`src/rtl/nibble_serial_subtractor_pkg.sv`:
```
// Shared definitions for the nibble-serial subtractor: FSM state encoding and slice width.
package sub_defs;

   localparam int NIB_W = 4;

   typedef enum logic [1:0] {
      ST_IDLE = 2'd0,
      ST_RUN  = 2'd1,
      ST_DONE = 2'd2
   } state_t;

endpackage

```
`src/rtl/nibble_serial_subtractor_nibble_sub.sv`:
```
// Combinational 4-bit borrow-chain slice, reused once per clock by the serial subtractor.
module nibble_sub
   import sub_defs::*;
(
   input  logic [NIB_W-1:0] A,
   input  logic [NIB_W-1:0] B,
   input  logic             bi,
   output logic [NIB_W-1:0] d,
   output logic             bo
);

   logic [NIB_W:0] w_chain;

   assign w_chain[0] = bi;

   for (genvar g = 0; g < NIB_W; g++) begin : g_bit
      assign d[g]         = A[g] ^ B[g] ^ w_chain[g];
      assign w_chain[g+1] = (~A[g] & B[g]) | (~(A[g] ^ B[g]) & w_chain[g]);
   end

   assign bo = w_chain[NIB_W];

endmodule

```
`src/rtl/nibble_serial_subtractor.sv`:
```
// WIDTH-bit unsigned subtractor that processes one nibble per clock, LSB first,
// with valid/ready handshakes on both the operand and the result side.
module nibble_serial_subtractor
   import sub_defs::*;
#(
   parameter int WIDTH = 16
)
(
   input  logic             clk,
   input  logic             rst,
   input  logic             in_valid,
   output logic             in_ready,
   input  logic [WIDTH-1:0] a,
   input  logic [WIDTH-1:0] b,
   input  logic             bin,
   output logic             out_valid,
   input  logic             out_ready,
   output logic [WIDTH-1:0] diff,
   output logic             bout,
   output logic             zero
);

   localparam int NNIB = WIDTH / NIB_W;
   localparam int IW   = $clog2(NNIB);

   state_t           r_state;
   state_t           w_next;
   logic [WIDTH-1:0] r_a;
   logic [WIDTH-1:0] r_b;
   logic             r_brw;
   logic [IW-1:0]    r_idx;
   logic [WIDTH-1:0] r_diff;
   logic             r_bout;
   logic             r_zero;

   logic [NIB_W-1:0] w_d;
   logic             w_bo;
   logic             w_last;
   logic [WIDTH-1:0] w_fullDiff;

   // Operand copies shift right each cycle so the slice always sees the current nibble in bits [3:0].
   nibble_sub u_slice (
      .A  (r_a[NIB_W-1:0]),
      .B  (r_b[NIB_W-1:0]),
      .bi (r_brw),
      .d  (w_d),
      .bo (w_bo)
   );

   assign w_last     = (r_idx == IW'(NNIB - 1));
   assign w_fullDiff = {w_d, r_diff[WIDTH-NIB_W-1:0]};

   always_ff @(posedge clk or posedge rst) begin
      if (rst) r_state <= ST_IDLE;
      else     r_state <= w_next;
   end

   always_comb begin
      w_next    = r_state;
      in_ready  = 1'b0;
      out_valid = 1'b0;
      case (r_state)
         ST_IDLE: begin
            in_ready = 1'b1;
            if (in_valid) w_next = ST_RUN;
         end
         ST_RUN: begin
            if (w_last) w_next = ST_DONE;
         end
         ST_DONE: begin
            out_valid = 1'b1;
            if (out_ready) w_next = ST_IDLE;
         end
         default: w_next = ST_IDLE;
      endcase
   end

   // Loading bin into the borrow register at accept means nibble 0 never sees a stale borrow.
   always_ff @(posedge clk or posedge rst) begin
      if (rst) begin
         r_a    <= '0;
         r_b    <= '0;
         r_brw  <= 1'b0;
         r_idx  <= '0;
         r_diff <= '0;
         r_bout <= 1'b0;
         r_zero <= 1'b0;
      end else begin
         case (r_state)
            ST_IDLE: begin
               if (in_valid) begin
                  r_a    <= a;
                  r_b    <= b;
                  r_brw  <= bin;
                  r_idx  <= '0;
                  r_diff <= '0;
               end
            end
            ST_RUN: begin
               r_diff[r_idx*NIB_W +: NIB_W] <= w_d;
               r_brw <= w_bo;
               r_a   <= r_a >> NIB_W;
               r_b   <= r_b >> NIB_W;
               r_idx <= r_idx + 1'b1;
               if (w_last) begin
                  r_bout <= w_bo;
                  r_zero <= (w_fullDiff == '0);
                  r_idx  <= '0;
               end
            end
            default: ;
         endcase
      end
   end

   assign diff = r_diff;
   assign bout = r_bout;
   assign zero = r_zero;

endmodule

```
`config.mk`:
```
export PLATFORM = sky130hd
export DESIGN_NAME = nibble_serial_subtractor
export DESIGN_NICKNAME = d
export VERILOG_FILES = /design/src/rtl/nibble_serial_subtractor_pkg.sv /design/src/rtl/nibble_serial_subtractor_nibble_sub.sv /design/src/rtl/nibble_serial_subtractor.sv
export SDC_FILE = /design/constraint.sdc
export NUM_CORES = 1
export LEC_CHECK = 0
export ABC_CLOCK_PERIOD_IN_PS = 6050
export CORE_UTILIZATION = 67
export DETAILED_ROUTE_END_ITERATION = 16
export DONT_BUFFER_PORTS = 1
export PLACE_DENSITY = 0.81
export SLEW_MARGIN = 25
export SYNTH_ARGS = -nofsm -noshare
export SYNTH_HDL_FRONTEND = slang
export SYNTH_SLANG_ARGS = --single-unit
```
`constraint.sdc`:
```
create_clock -name clk -period 6.05 [get_ports clk]
set_input_delay 0.605 -clock clk [delete_from_list [all_inputs] [get_ports clk]]
set_output_delay 0.605 -clock clk [all_outputs]
set_load 0.02 [all_outputs]
```
==> flow_metrics.tcl <==
set metrics [dict create \
    status "finished clean" \
    synth_cell_types 34 \
    grt_antenna_before_repair 0 \
    grt.overflow.total 0 \
    antenna_cells 0 \
    final-hold-violation-count 0 \
    required_ns 6.29 \
    clkSinkCount 55 \
    dp_hpwl_um 3603 \
    grt_setup_unrepaired "false" \
    max_freq_mhz 402.5 \
    path_class "flop to flop" \
    p_int_mw 0.8275 \
    route.detailed.drc 0 \
    ctsHoldBuffers 0 \
    power.density_mw_per_mm2 527.2 \
    syn_inst 258 \
    preCtsSetupSlack_ns 3.572 \
    p_switching_mw 0.6291 \
    die_w_um 65.68 \
    syn-cell-area_mm2 0.002716 \
    gp_congestion 0.8062 \
    dp.cells 292 \
    grt_pass1_vias 1858 \
    cp-end-kind "flop" \
    start_util_pct 72.03 \
    fin_skew_ns 0.007368 \
    routed_wl_um 5474 \
    hp-class "input port to asynchronous set/reset pin" \
    cts_tree "built" \
    core_mm2 0.003771 \
    maxCapViolCount 0 \
    rows 22 \
    syn_area_per_cell_um2 10.53 \
    slew_violations 0 \
    clockRootBuffer "clkbuf_8" \
    vias_per_cell 6.463 \
    yosys_warnings 0 \
    worstPathArrival_ns 2.72 \
    insertion_delay_ns 0.31 \
    drt_pre_antenna_iters 6 \
    die_h_um 65.68 \
    vias 1939 \
    relSlewSlack_pct 46.80 \
    grt_max_degree 56 \
    critical_path.startpoint_type "flop" \
    cts_buffers 5 \
    post-route-period-util_pct 41.06 \
    ant_nets 0 \
    seq_area_mm2 0.001376 \
    layoutNonFillerInstCount 300 \
    cp-startpoint "r_a[0]" \
    postCtsSetupRepairBufs 0 \
    finalCriticalPeriod_ns 2.484 \
    io_buffer_count 0 \
    swShare_pct 43.19 \
    power_frac_seq_pct 43.2 \
    fillCellCount 274 \
    nets 296 \
    grtUsageTotal_pct 27.59 \
    worst_r2r_path_depth 10 \
    die_area_mm2 0.004313 \
    worstMarginPinSlew_ns 0.7963 \
    avgRoutedWirePerCell_um 18.25 \
    drtIter0Drc 140 \
    clockBufferDepth 2 \
    setup_violations 0 \
    yosys_register_bits 55 \
    fin_ws_ns 3.566 \
    leakagePower_nw 1.219 \
    finalSetupTns_ns 0 \
    cts_resized 0 \
    combPwrFrac_pct 43.5 \
    multi_input_area_mm2 0.001185 \
    io_pins 57 \
    path_clk_slew_ns 0.09 \
    path_max_fanout 5 \
    peakVddDrop_uv 237.3 \
    ys_seq_area_share_pct 50.67 \
    worstReg2RegStart "r_a[0]" \
    grt_first_pass_wirelength_um 9004 \
    synth_nets 303 \
    htreeDepth 2 \
    clockPowerShare_pct 13.3 \
    area_growth_pct 1.704 \
    drive_gt1_share_pct 5.159 \
]
## metrics by stage
stage                     hold WS, ns  util, %  instance area, um^2  power [mW]
after floorplan                0.4497        -                 2716       1.151
after CTS                      0.3749    73.19                 2760       1.459
final                          0.3625    73.26                 2763       1.457
after detailed placement       0.4706    71.04                 2679       1.265
after global placement         0.4608    71.04                 2679       1.247
after global routing           0.3919    73.26                 2763       1.562
## sequential cells by signal, indices dropped and copies added (netlist names)
signal / cells
r_brw: 1
r_idx: 2
r_b: 16
r_a: 16
bout: 1
r_state: 2
zero: 1
diff: 16
## layout by cell type (no fill, tap or decap), drive strengths merged, types with 4 or more instances in the layout
cell type   n
a22o       13
nor2b      19
clkbuf      7
inv        10
ha          4
o21ai      32
a21oi      18
a21o        4
nand2      24
fa          4
nor2        4
o2bb2ai     8
a22oi      23
dfrtp      55
## critical path: stages (launching register included)
cell and delay [ns]:
dfrtp_1 0.36, inv_1 0.06, fa_1 0.42, inv_1 0.08, fa_1 0.18, fa_1 0.16, inv_1 0.04, fa_1 0.58
nor4bb_1 0.23, nand4_1 0.12, o21ai_0 0.17
## cell type report
| class | count | area share [%] |
|---|---|---|
| inverters | 10 | 1.359 |
| clock inverters | 1 | 0.1812 |
| well taps | 48 | 2.174 |
| repair buffers | 3 | 0.8152 |
| multi-input cells | 176 | 42.89 |
| flip-flops and latches | 55 | 49.82 |
| clock buffers | 7 | 2.763 |
## synth_stat cells, drive strengths merged
library cell  count  area [um^2]
o2bb2ai           8        70.07
ha                4        50.05
nand3b            1        7.510
nor2b            19        126.4
inv              10        37.54
a2bb2oi           1        8.760
nor4              3        18.77
buf              14        108.9
nand4b            1        8.760
dfrtp            55         1376
nor4bb            1        10.01
fa                4        80.08
nor2              4        15.01
and3              1        6.260
nand2            24        90.09
nand3             1        5.000
and4              2        17.52
nand4             3        18.77
a21o              4        30.03
a22o             13        113.9
a22oi            23        172.7
and4b             1        10.01
a21oi            18        90.09
o21ai            32        160.2
and3b             2        17.52
clkbuf            3        11.26
mux2              1        11.26
o21bai            1        18.77
nand2b            3        18.77
and2              1        6.260
## path summary, 6_finish.rpt
check | endpoint | slack, ns
worst max-delay path | zero | 3.57
worst min-delay path | diff[13] | 0.36
worst max register to register | zero | 3.57
worst min register to register | r_b[9] | 0.48
max in group asynchronous | r_a[4] | 5.25
min in group clk | r_state[1] | 0.39
## cells by family (layout without fill, tap and decap cells)
kind of cell | after synthesis | count (layout) | share of synthesized area (%)
simple gates | 67 | 67 | 13.87
fa+ha+maj | 8 | 8 | 4.791
compound gates | 100 | 100 | 24.46
mux | 1 | 1 | 0.4145
flops | 55 | 55 | 50.67
buf+inv | 27 | 21 | 5.804
## per-layer routing
| metal | routed length, um | up-vias | track usage, % |
|---|---|---|---|
| li1 | - | 912 | - |
| met1 | 2421 | 948 | 36.69 |
| met2 | 2605 | 66 | 42.09 |
| met3 | 345 | 13 | 8.854 |
| met4 | 102 | 0 | 10.33 |
| met5 | 0 | - | 0 |
## power by group through the flow
stage	clock (mW)	sequential (mW)	combinational (mW)
floorplan	0	0.610	0.540
global placement	0	0.629	0.618
detailed placement	0	0.634	0.631
CTS	0.197	0.628	0.634
global route	0.211	0.647	0.704
finish	0.194	0.630	0.634
Power figures use the tool's default switching activity.
